## config.mk

```make
export PLATFORM = sky130hd
export DESIGN_NAME = adc_sample_scheduler
export DESIGN_NICKNAME = d
export VERILOG_FILES = /design/src/rtl/adc_sched_pkg.sv /design/src/rtl/rr_arbiter.sv /design/src/rtl/adc_sample_scheduler.sv
export SDC_FILE = /design/constraint.sdc
export NUM_CORES = 1
export LEC_CHECK = 0
export CORE_ASPECT_RATIO = 0.5
export CORE_MARGIN = 5
export CORE_UTILIZATION = 49
export CTS_CLUSTER_SIZE = 8
export DETAILED_ROUTE_END_ITERATION = 10
export GPL_TIMING_DRIVEN = 0
export PLACE_DENSITY = 0.76
export SKIP_CTS_REPAIR_TIMING = 1
export SLEW_MARGIN = 40
export SYNTH_ARGS = -nofsm -noshare
export SYNTH_HDL_FRONTEND = slang
export SYNTH_SLANG_ARGS = --single-unit
```

## constraint.sdc

```tcl
create_clock -name Clk -period 2.7 [get_ports Clk]
set_clock_uncertainty 0.2 [all_clocks]
set_input_delay 0.27 -clock Clk [delete_from_list [all_inputs] [get_ports Clk]]
set_output_delay 0.27 -clock Clk [all_outputs]
set_load 0.03 [all_outputs]
```

## src/rtl/adc_sched_pkg.sv

```systemverilog
// Shared constants for the ADC sample scheduler: state encoding, default timings
// and helpers for sizing id and counter fields.
package adc_sched_pkg;

   localparam logic [2:0] ST_IDLE  = 3'd0;
   localparam logic [2:0] ST_START = 3'd1;
   localparam logic [2:0] ST_WAIT  = 3'd2;
   localparam logic [2:0] ST_READ  = 3'd3;
   localparam logic [2:0] ST_DONE  = 3'd4;
   localparam logic [2:0] ST_GAP   = 3'd5;

   localparam int DEF_NREQ        = 4;
   localparam int DEF_DW          = 8;
   localparam int DEF_CONVST_LOW  = 4;
   localparam int DEF_RD_LOW      = 3;
   localparam int DEF_TIMEOUT_CYC = 400;
   localparam int DEF_GAP         = 2;

   function automatic int id_w(input int n);
      return (n <= 2) ? 1 : $clog2(n);
   endfunction

   function automatic int max_int(input int a, input int b);
      return (a > b) ? a : b;
   endfunction

endpackage

```

## src/rtl/rr_arbiter.sv

```systemverilog
// Combinational round-robin arbiter: first set request at or above ptr, with wrap.
module rr_arbiter #(
   parameter int NREQ = 4,
   parameter int IW   = 2
) (
   input  logic [NREQ-1:0] req,
   input  logic [IW-1:0]   ptr,
   output logic [NREQ-1:0] grant,
   output logic [IW-1:0]   idx,
   output logic            any
);

   always_comb begin
      grant = '0;
      idx   = '0;
      any   = 1'b0;
      for (int i = 0; i < NREQ; i++) begin
         int j;
         logic [IW-1:0] jj;
         j = int'(ptr) + i;
         if (j >= NREQ) j = j - NREQ;
         jj = IW'(j);
         if (!any && req[jj]) begin
            any       = 1'b1;
            grant[jj] = 1'b1;
            idx       = jj;
         end
      end
   end

endmodule

```

## src/rtl/adc_sample_scheduler.sv

```systemverilog
// Shares one parallel ADC between NREQ requesters, one conversion per grant,
// driving CONVST/CS/RD and returning each sample tagged with its requester id.
//
// state    | meaning
// ST_IDLE  | wait for any Req, latch round-robin grant
// ST_START | CONVST low for CONVST_LOW cycles
// ST_WAIT  | wait for synced BUSY low, bounded by TIMEOUT_CYC
// ST_READ  | CS/RD low for RD_LOW cycles, D captured on the last one
// ST_DONE  | one-cycle DoutValid/Ack, advance RR pointer
// ST_GAP   | GAP idle cycles before the next grant
module adc_sample_scheduler
   import adc_sched_pkg::*;
#(
   parameter int NREQ        = DEF_NREQ,
   parameter int DW          = DEF_DW,
   parameter int CONVST_LOW  = DEF_CONVST_LOW,
   parameter int RD_LOW      = DEF_RD_LOW,
   parameter int TIMEOUT_CYC = DEF_TIMEOUT_CYC,
   parameter int GAP         = DEF_GAP
) (
   input  logic                    Clk,
   input  logic                    Rst,
   input  logic [NREQ-1:0]         Req,
   output logic [NREQ-1:0]         Ack,
   input  logic                    BUSY,
   input  logic [DW-1:0]           D,
   output logic                    CONVST,
   output logic                    CS,
   output logic                    RD,
   output logic [DW-1:0]           Dout,
   output logic [id_w(NREQ)-1:0]   DoutId,
   output logic                    DoutValid,
   output logic                    DoutErr
);

   localparam int IW = id_w(NREQ);
   localparam int CNT_MAX = max_int(max_int(CONVST_LOW, RD_LOW), max_int(TIMEOUT_CYC, GAP));
   localparam int CW = $clog2(CNT_MAX + 1);

   logic [2:0]      state, state_nxt;
   logic [CW-1:0]   cnt, cnt_nxt;
   logic            err_nxt;
   logic            busy_meta, busy_s;
   logic            wait_first;
   logic [IW-1:0]   rr_ptr, grant_id, arb_idx;
   logic [NREQ-1:0] grant_oh, arb_grant;
   logic            arb_any;

   rr_arbiter #(.NREQ(NREQ), .IW(IW)) u_arb (
      .req   (Req),
      .ptr   (rr_ptr),
      .grant (arb_grant),
      .idx   (arb_idx),
      .any   (arb_any)
   );

   // Counter is reloaded with TIMEOUT_CYC-1 on WAIT entry, so that value marks
   // the first WAIT cycle, where the synchronizer output is still stale.
   assign wait_first = (cnt == CW'(TIMEOUT_CYC - 1));

   always_comb begin
      state_nxt = state;
      cnt_nxt   = cnt;
      err_nxt   = 1'b0;
      case (state)
         ST_IDLE: begin
            if (arb_any) begin
               state_nxt = ST_START;
               cnt_nxt   = CW'(CONVST_LOW - 1);
            end
         end
         ST_START: begin
            if (cnt == '0) begin
               state_nxt = ST_WAIT;
               cnt_nxt   = CW'(TIMEOUT_CYC - 1);
            end else begin
               cnt_nxt = cnt - 1'b1;
            end
         end
         ST_WAIT: begin
            if (!wait_first && !busy_s) begin
               state_nxt = ST_READ;
               cnt_nxt   = CW'(RD_LOW - 1);
            end else if (cnt == '0) begin
               state_nxt = ST_DONE;
               err_nxt   = 1'b1;
            end else begin
               cnt_nxt = cnt - 1'b1;
            end
         end
         ST_READ: begin
            if (cnt == '0) begin
               state_nxt = ST_DONE;
            end else begin
               cnt_nxt = cnt - 1'b1;
            end
         end
         ST_DONE: begin
            if (GAP == 0) begin
               state_nxt = ST_IDLE;
               cnt_nxt   = '0;
            end else begin
               state_nxt = ST_GAP;
               cnt_nxt   = CW'(GAP - 1);
            end
         end
         ST_GAP: begin
            if (cnt == '0) begin
               state_nxt = ST_IDLE;
            end else begin
               cnt_nxt = cnt - 1'b1;
            end
         end
         default: begin
            state_nxt = ST_IDLE;
            cnt_nxt   = '0;
         end
      endcase
   end

   // Pin strobes and result flags are registered from the next state so they
   // line up exactly with the state they belong to and never glitch.
   always_ff @(posedge Clk) begin
      if (Rst) begin
         state     <= ST_IDLE;
         cnt       <= '0;
         busy_meta <= 1'b0;
         busy_s    <= 1'b0;
         rr_ptr    <= '0;
         grant_id  <= '0;
         grant_oh  <= '0;
         CONVST    <= 1'b1;
         CS        <= 1'b1;
         RD        <= 1'b1;
         Ack       <= '0;
         Dout      <= '0;
         DoutId    <= '0;
         DoutValid <= 1'b0;
         DoutErr   <= 1'b0;
      end else begin
         state     <= state_nxt;
         cnt       <= cnt_nxt;
         busy_meta <= BUSY;
         busy_s    <= busy_meta;
         if (state == ST_IDLE && arb_any) begin
            grant_id <= arb_idx;
            grant_oh <= arb_grant;
         end
         CONVST    <= (state_nxt != ST_START);
         CS        <= (state_nxt != ST_READ);
         RD        <= (state_nxt != ST_READ);
         DoutValid <= (state_nxt == ST_DONE);
         Ack       <= (state_nxt == ST_DONE) ? grant_oh : '0;
         if (state_nxt == ST_DONE) begin
            Dout    <= err_nxt ? '0 : D;
            DoutId  <= grant_id;
            DoutErr <= err_nxt;
         end
         if (state == ST_DONE) begin
            rr_ptr <= (grant_id == IW'(NREQ - 1)) ? '0 : grant_id + 1'b1;
         end
      end
   end

endmodule

```

After elaboration in Yosys (flattened, before gate mapping)

Index checks and enable logic that the tools add are counted.

$add $sub $neg: 9
Magnitude comparators: 12
Eq/ne operators: 11
Muxes and demuxes: 48
Bitwise logic cells: 4
Reductions and logical operators: 18

Operators with widths:

| cell                                                        | number |
|---|---|
| case mux 9 bit (5 select lines)                             | 1 |
| 2-to-1 mux 9 bit                                            | 4 |
| 2-to-1 mux 2 bit                                            | 9 |
| case mux 3 bit (6 select lines)                             | 1 |
| 2-to-1 mux 4 bit                                            | 4 |
| 2-to-1 mux 1 bit                                            | 15 |
| 2-to-1 mux 3 bit                                            | 5 |
| less-than comparator 2 x 3 -> 1 bit (second input constant) | 4 |
| bitwise OR 4 bit                                            | 3 |
| equality test 3 bit (second input constant)                 | 3 |
| equality test 9 bit (second input constant)                 | 1 |
| >= comparator 3 bit (second input constant)                 | 3 |
| logical AND 1 bit                                           | 9 |
| logical NOT 9 bit                                           | 1 |
| subtractor 9 x 1 -> 9 bit (second input constant)           | 1 |
| binary-select mux 1 bit (select 2 bit)                      | 4 |
| demux 1 bit (select 2 bit)                                  | 4 |
| >= comparator 2 x 1 -> 1 bit (second input constant)        | 4 |
| 2-to-1 mux 8 bit                                            | 1 |
| subtractor 2 x 1 -> 2 bit (second input constant)           | 4 |
| adder 2 x 2 -> 3 bit (second input constant)                | 2 |
| equality test 3 x 2 -> 1 bit (second input constant)        | 2 |
| logical NOT 1 bit                                           | 5 |
| OR reduction 2 bit                                          | 2 |
| other kinds (10)                                            | 10 |

Flip-flop bits (word level): 40
Bits of input ports: 15
Output and inout port bits: 19
Word-level logic and storage cells: 116

Longest topological paths before layout

Word-level depth: 19
Depth in mapped cells: 9
Mapped depth without buffers: 9

Modules after synthesis

From an unflattened synthesis, not the netlist that was laid out.

Cell total of the unflattened synthesis: 252
Area total of the unflattened synthesis: 2280.9 µm²

By module, submodules not included:

| module               | instances | cells each | area an instance (µm²) | sequential area each (µm²) |
|---|---|---|---|---|
| adc_sample_scheduler | 1         | 207        | 1859.3                 | 800.8 |
| rr_arbiter           | 1         | 45         | 421.7                  | 0.0 |

Least setup slack after synthesis

Ideal clock, no wire load.

Kind: register to register
Start point: reg rr_ptr[0]
End point: reg cnt[8]
Setup time: 0.058 ns
Data arrival time: 2.514 ns
Required time: 2.442 ns
Setup slack: -0.071 ns
Stages on the path, launching flop included: 9
Path buffers: 1
Period minus slack after synthesis: 2.771 ns
Cell sequence: dfxtp_1 > buf_6 > inv_1 > ha_1 > mux4_2 > or4_4 > nor3_4 > and2_1 > a211o_1

Word-level cells in the longest chain between the ends: 15
Elaborated cells between the ends (all ways): 34
Those cells by class: add/sub: 7; order compare: 4; eq/ne: 1; mux: 16; reduce/logical: 6

RTL lines:

| item                                                          | RTL line                    | source |
|---|---|---|
| start, declared                                               | adc_sample_scheduler.sv:45  | `logic [IW-1:0] rr_ptr, grant_id, arb_idx;` |
| start signal, assigned                                        | adc_sample_scheduler.sv:160 | `rr_ptr <= (grant_id == IW'(NREQ - 1)) ? '0 : grant_id + 1'b1;` |
| branches (longest 13 deep; another with adder 2 x 1 -> 3 bit) | n/a                         |  |
| 2-to-1 mux 1 bit *                                            | rr_arbiter.sv:23            | `if (!any && req[jj]) begin` |
| != test 2 bit (no line) *                                     | n/a                         |  |
| end signal, assigned                                          | adc_sample_scheduler.sv:142 | `cnt <= cnt_nxt;` |
| end, declared                                                 | adc_sample_scheduler.sv:41  | `logic [CW-1:0] cnt, cnt_nxt;` |

Every way passes the cells marked *. The select of a mux whose other input is x is not followed.
A chain may end at the register's enable or synchronous reset.

Final worst setup path

Same ends and word-level chain as after synthesis.

==> flow_summary_export.csv <==
group,metric,value,unit
synth,ys_types,58,
place,globalplace.congestion,0.941,
synth,synth_edf_count,0,
sta,tightest_slew,0.604,ns
clock_network,cts_buffer_depth,2,
sta,fmax,355,MHz
sta,finalWorstSetupSlack,-0.114,ns
grt,grt_pass1_vias,2052,
synth,synth-main-ff-cell,"dfxtp_1",
die,die-area,6150,µm²
layout,fillCellCount,387,
power_and_ir_drop,powerDensity,759,nW/µm²
clock_network,clk_pin_slew,0.08,ns
setup_path,slowest_stage,"or4_4",
grt,met2_usage,32.7,%
drt,via_per_inst,5.98,
power_and_ir_drop,swShare,38.7,%
sta,final_max_slew_viol_count,0,
synth,ys_warn_count,0,
die,die_y,58.0,µm
synth,synth_seq_cells,40,
sta,min_period,2.81,ns
setup_path,critPathKind,"flop to flop",
setup_path,cp_max_fo,6,
layout,fin_nets,325,
grt,overflow,0,
grt,grt-busiest-layer,"met2",
layout,seqCellArea,806,µm²
job,cap_violations,0,
die,coreArea,4420,µm²
place,io_buffers,33,
sta,rsz0062_at_grt,"true",
clock_network,cts_buffers,5,
sta,finalSetupViolCount,9,
synth,syn_avg_cell_area,8.86,µm²
layout,multi_input_area,1370,µm²
sta,finalHoldViolations,0,
grt,grtUsageMet3,4.56,%
drt,drt_iter0_drc,165,
clock_network,clk_latency,0.30,ns
grt,track_usage,19.2,%
drt,drtPass1Iterations,4,
power_and_ir_drop,p_leak,1.04,nW
clock_network,clkSinkCount,40,
status,violations,"negative setup slack",
drt,ant_nets,0,
setup_path,crit_arrival,2.86,ns
synth,synth_nets,279,
power_and_ir_drop,power_switching,0.842,mW
place,place_inst,345,
drt,drc,0,
layout,final_area,2870,µm²
grt,gr-usage-met1,24.3,%
die,start_util,51.0,%
die,rows,17,
grt,grt_max_degree,14,
hold_path,hp-class,"flop to flop",
synth,ys_seq_area_share,35.5,%
setup_path,critical_path_required,2.75,ns
power_and_ir_drop,irDropWorstVdd,0.246,mV
place,hpwl,4040,µm
clock_network,cts_tree,"built",
synth,syn_area,2260,µm²
layout,layout_commonest_cell,"dfxtp_1",
layout,area_growth,27.2,%
setup_path,start_kind,"flop",
drt,routedWlPerCell,15.8,µm
synth,synth-async-reset-ratio,0,%
synth,synthCells,255,
sta,finalCritPeriodShare,104,%
drt,vias,2148,
die,die_w,106,µm
power_and_ir_drop,pwr-share-comb,41.2,%
layout,antenna_cells,0,
setup_path,crit_chain,"buf_8 > clkinvlp_4 > ha_4 > mux4_2 > or4_4 > nor3_4 > buf_6 > and2_4 > a211o_1",
clock_network,cts_max_level,2,
power_and_ir_drop,power,2.18,mW
drt,wirelength,5660,µm
layout,layout_common_cells,"dfxtp_1 (38), clkdlybuf4s50_1 (33), nor2_1 (23)",
setup_path,cp_slowest_stage_delay,0.59,ns
place,placed_area,2660,µm²
clock_network,clk_root_buffer_cell,"clkbuf_8",
power_and_ir_drop,p_int,1.34,mW
setup_path,end_kind,"flop",
sta,relSlewSlack,59.7,%
grt,grt_pass1_wl,9650,µm
die,ios,34,
layout,layout-drive-gt1-share,13.9,%
power_and_ir_drop,power_frac_seq,35.0,%
layout,instances_no_fill,359,
grt,antenna_found_initial,0,
status,status,"finished, violations left",
power_and_ir_drop,power_frac_clock,23.8,%
through the flow:
stage	utilization (%)	setup WS, ns	hold slack [ns]	setup TNS (ns)
floorplan	-	0.00150	0.196	0
global route	64.9	-0.192	0.273	-1.38
detailed placement	60.2	-0.267	0.233	-2.65
CTS	62.9	-0.302	0.250	-3.06
finish	64.9	-0.114	0.246	-0.576
global placement	60.2	-0.264	0.228	-2.70
layout make-up:
type	instances	share of cell area (%)
clock buffer	6	2.87
clock inverter	2	1.35
tap	57	2.48
inverter	13	1.83
timing repair buffer	39	13.2
multi-input combinational	188	47.8
sequential	40	28.0
buffer	14	2.44
flip-flops by register name, indices dropped and copies added, names as in the netlist, 2 cells and up:
| name | count |
|---|---|
| Ack | 4 |
| Dout | 8 |
| DoutId | 2 |
| cnt | 9 |
| grant_id | 2 |
| grant_oh | 4 |
| rr_ptr | 2 |
| state | 3 |
power by group through the flow:
stage,clock network [mW],logic [mW],registers (mW)
detailed placement,0,0.855,0.770
finish,0.518,0.898,0.763
CTS,0.525,0.864,0.757
global placement,0,0.834,0.769
floorplan,0,0.625,0.777
global route,0.558,1.00,0.777
synth_stat cells, drive strengths merged, types with 3 or more instances:
cell    count  area [µm²]
a31oi       5        31.3
buf         4        28.8
nor3        7        51.3
a211oi      9        67.6
nand2      12        45.0
inv        11        41.3
mux2i       3        30.0
nand4       5        31.3
a21oi      20         100
a211o       3        26.3
and2        6        37.5
nor2       24        92.6
nand3       3        15.0
or3         3        18.8
a221oi      5        43.8
nand2b      4        25.0
clkbuf     10        37.5
nor2b       3        18.8
ha          9         113
or4         6        48.8
mux4        4        90.1
a221o       3        30.0
dfxtp      40         801
o21ai      13        65.1
nand3b      6        45.0
a22o        9        78.8
critical path: cells and delay by family (launching register included):
| family | cells | cell delay [ns] |
|---|---|---|
| simple gates | 3 | 0.91 |
| fa+ha+maj | 1 | 0.31 |
| buf+inv | 3 | 0.36 |
| flops | 1 | 0.36 |
| mux | 1 | 0.54 |
| compound gates | 1 | 0.08 |
kinds of logic after synthesis:
family,count (synthesis),synth area share (%)
AOI/OAI and AO/OA,82,25.7
DFF,40,35.5
muxes,8,5.82
and+or+nand+nor,89,22.9
buffers and inverters,27,5.10
adders and majority gates,9,4.99
routing by layer:
layer	up-vias	wire (µm)
li1	1069	-
met1	994	2450
met2	75	2770
met3	10	378
met4	0	66
met5	-	0
worst paths after layout:
path	startpoint	end	slack, ns	depth (start not counted)
max reg2reg	rr_ptr[0]	cnt[8]	-0.11	9
max	rr_ptr[0]	cnt[8]	-0.11	9
min	busy_meta	busy_s	0.25	1
min reg2reg	busy_meta	busy_s	0.25	1
No activity file was read; power rests on OpenSTA's default activity.
==> RTL edit (same settings) <==
The package constant `DEF_GAP` goes from 2 to 1.
--- a/src/rtl/adc_sched_pkg.sv
+++ b/src/rtl/adc_sched_pkg.sv
@@ -15,5 +15,5 @@
    localparam int DEF_RD_LOW      = 3;
    localparam int DEF_TIMEOUT_CYC = 400;
-   localparam int DEF_GAP         = 2;
+   localparam int DEF_GAP         = 1;
 
    function automatic int id_w(input int n);
Function: no difference found for any inputs over 10 cycles, from zero or initial values and one cycle with Rst high; that may be too few to reach the edited logic, so the function may still have changed.
==> RTL edit against the original RTL <==
- setup slack better by 160 ps
- synthesized cell count down 7.5%
- design area down 3.8%
- core utilization down 0.60 points
- sequential cell count unchanged
- routed wire length down 16%
- synthesized area down 5.4%
- power down 5.2%
- cell count down 4.7%
==> RTL edit: results (changes against the original RTL) <==
Yosys
  – Synth Flop Type: dfxtp_1 (unchanged)
  – Largest family of logic cells by synthesized area: compound AO/OA/AOI/OAI gates (unchanged)
  – Register area share after synthesis: 37.5% (was 35.5%)
  – Yosys warning total: 0 (unchanged)
  – Largest cells by area after synthesis: dfxtp_1 37%, a22o_1 6.6%, ha_1 5.3%, mux2i_1 4.7%, nor2_1 4.6% (was dfxtp_1 35%, ha_1 5.0%, a21oi_1 4.4%, mux4_2 4.0%, nor2_1 3.8%)
  – Synth cell count leaders: 40 x dfxtp_1, 26 x nor2_1, 16 x a22o_1 (was 40 x dfxtp_1, 23 x nor2_1, 20 x a21oi_1)
  – Complex-gate fraction of the synthesized area: 23.5% (was 25.7%)
  – Post-Synth XOR/XNOR Area: 0.410% (was 0%)
  – Asr flop ratio synth: 0% (unchanged)
  – Post-synthesis mux area share: 8.49% (was 5.82%)
  – Netlist cell types: 50 (was 58)
  – Post-Synth Adder-Cell Area: 5.27% (was 4.99%)
  – Synth Net Count: 260 (was 279)

Power
  – Leakage: 1.05 nW (was 1.04 nW)
  – Peak VDD IR: 0.269 mV (was 0.246 mV)

Clock network
  – Num CTS Buffers: 5 (unchanged)
  – CTS Buffer Depth: 2 (unchanged)
  – Worst-Skew Late Latency: 300 ps (about the same)
  – CTS clk-pin slew, worst paths: 80 ps (about the same)
  – H-tree levels: 2 (unchanged)
  – CTS root buf: clkbuf_8 (unchanged)

Min path
  – HP Class: reg2reg (unchanged)

Global route
  – Vias in the first global route: 1,679 (was 2,052)
  – Initial antenna violation count: 0 (unchanged)
  – First-pass GRT wire length: 7870 um (was 9650 um)
  – Total GRT Usage: 16.7% (was 19.2%)
  – Pin count of the biggest net entering global routing: 14 (unchanged)

Worst setup path
  – Cell family with most CP delay: multiplexers (was simple AND/OR/NAND/NOR gates)
  – CP max-delay cell: mux4_2 (was or4_4)
  – CP max FO: 6 (unchanged)
  – Crit path largest cell delay: 560 ps (was 590 ps)

Routing
  – Vias: 1,904 (was 2,148)
  – First drt pass iteration count: 4 (unchanged)
  – Number of DRC markers in iteration 0: 88 (was 165)
  – WL/cell: 13.9 um (was 15.8 um)

Finish
  – Fill count: 358 (was 387)
  – Biggest regs: cnt (9), Dout (8) (unchanged)
  – Fraction of layout cells with a size suffix above 1: 17.5% (was 13.9%)
  – Ant diodes: 0 (unchanged)
  – Fin nets: 308 (was 325)

STA
  – Worst-Margin Slew: 557 ps (was 604 ps)

Placement
  – DP HPWL: 3490 um (was 4040 um)
  – RePlAce Congestion: 0.847 (was 0.941)
  – PortBufs: 32 (was 33)

Outcome
  – Status: complete, no violations (was finished with violations)
RTL edit: final timing paths:
path,from,endpoint,slack [ps],cells past startpoint
worst max-delay path,rr_ptr[0],grant_id[1],40,9
worst min-delay path,busy_meta,busy_s,240,1
worst max register to register,rr_ptr[0],grant_id[1],40,9
worst min register to register,busy_meta,busy_s,240,1
RTL edit: area by class of cell:
class / count / share of cell area, %
multi-input combinational: 175 / 46.7
sequential: 40 / 29.2
timing repair buffer: 42 / 14.3
buffer: 12 / 2.90
tap: 57 / 2.58
clock buffer: 5 / 2.49
inverter: 8 / 1.22
clock inverter: 3 / 0.679
RTL edit: power breakdown:
group	switching, mW	internal (mW)	leakage (nW)	total [mW]
combinational	0.502	0.373	0.675	0.875
sequential	0.0952	0.696	0.328	0.792
clock	0.219	0.180	0.0479	0.400
total	0.817	1.25	1.05	2.07
RTL edit: through the flow:
step	setup slack (ps)	instance area (um^2)	std cells	hold WS, ps	utilization [%]
2_1_floorplan	16.8	2140	236	196	-
3_3_place_gp	-342	2530	325	223	58.9
3_5_place_dp	-348	2530	325	220	58.9
4_1_cts	-377	2620	333	222	60.9
5_1_grt	-68.9	2760	342	262	64.3
6_report	42.4	2760	342	237	64.3
RTL edit: layer usage:
layer  track usage (%)  up-vias  share of wire, %
met1              21.9      891                47
li1                  -      973                 -
met3              3.47        6               3.1
met5                 0        -                 0
met4              7.75        0               1.4
met2              25.8       34                49
RTL edit: kinds of logic after synthesis:
logic type,count (synthesis)
simple gates,83
fa+ha+maj,9
buf+inv,21
flops,40
xor+xnor,1
mux,15
compound gates,67
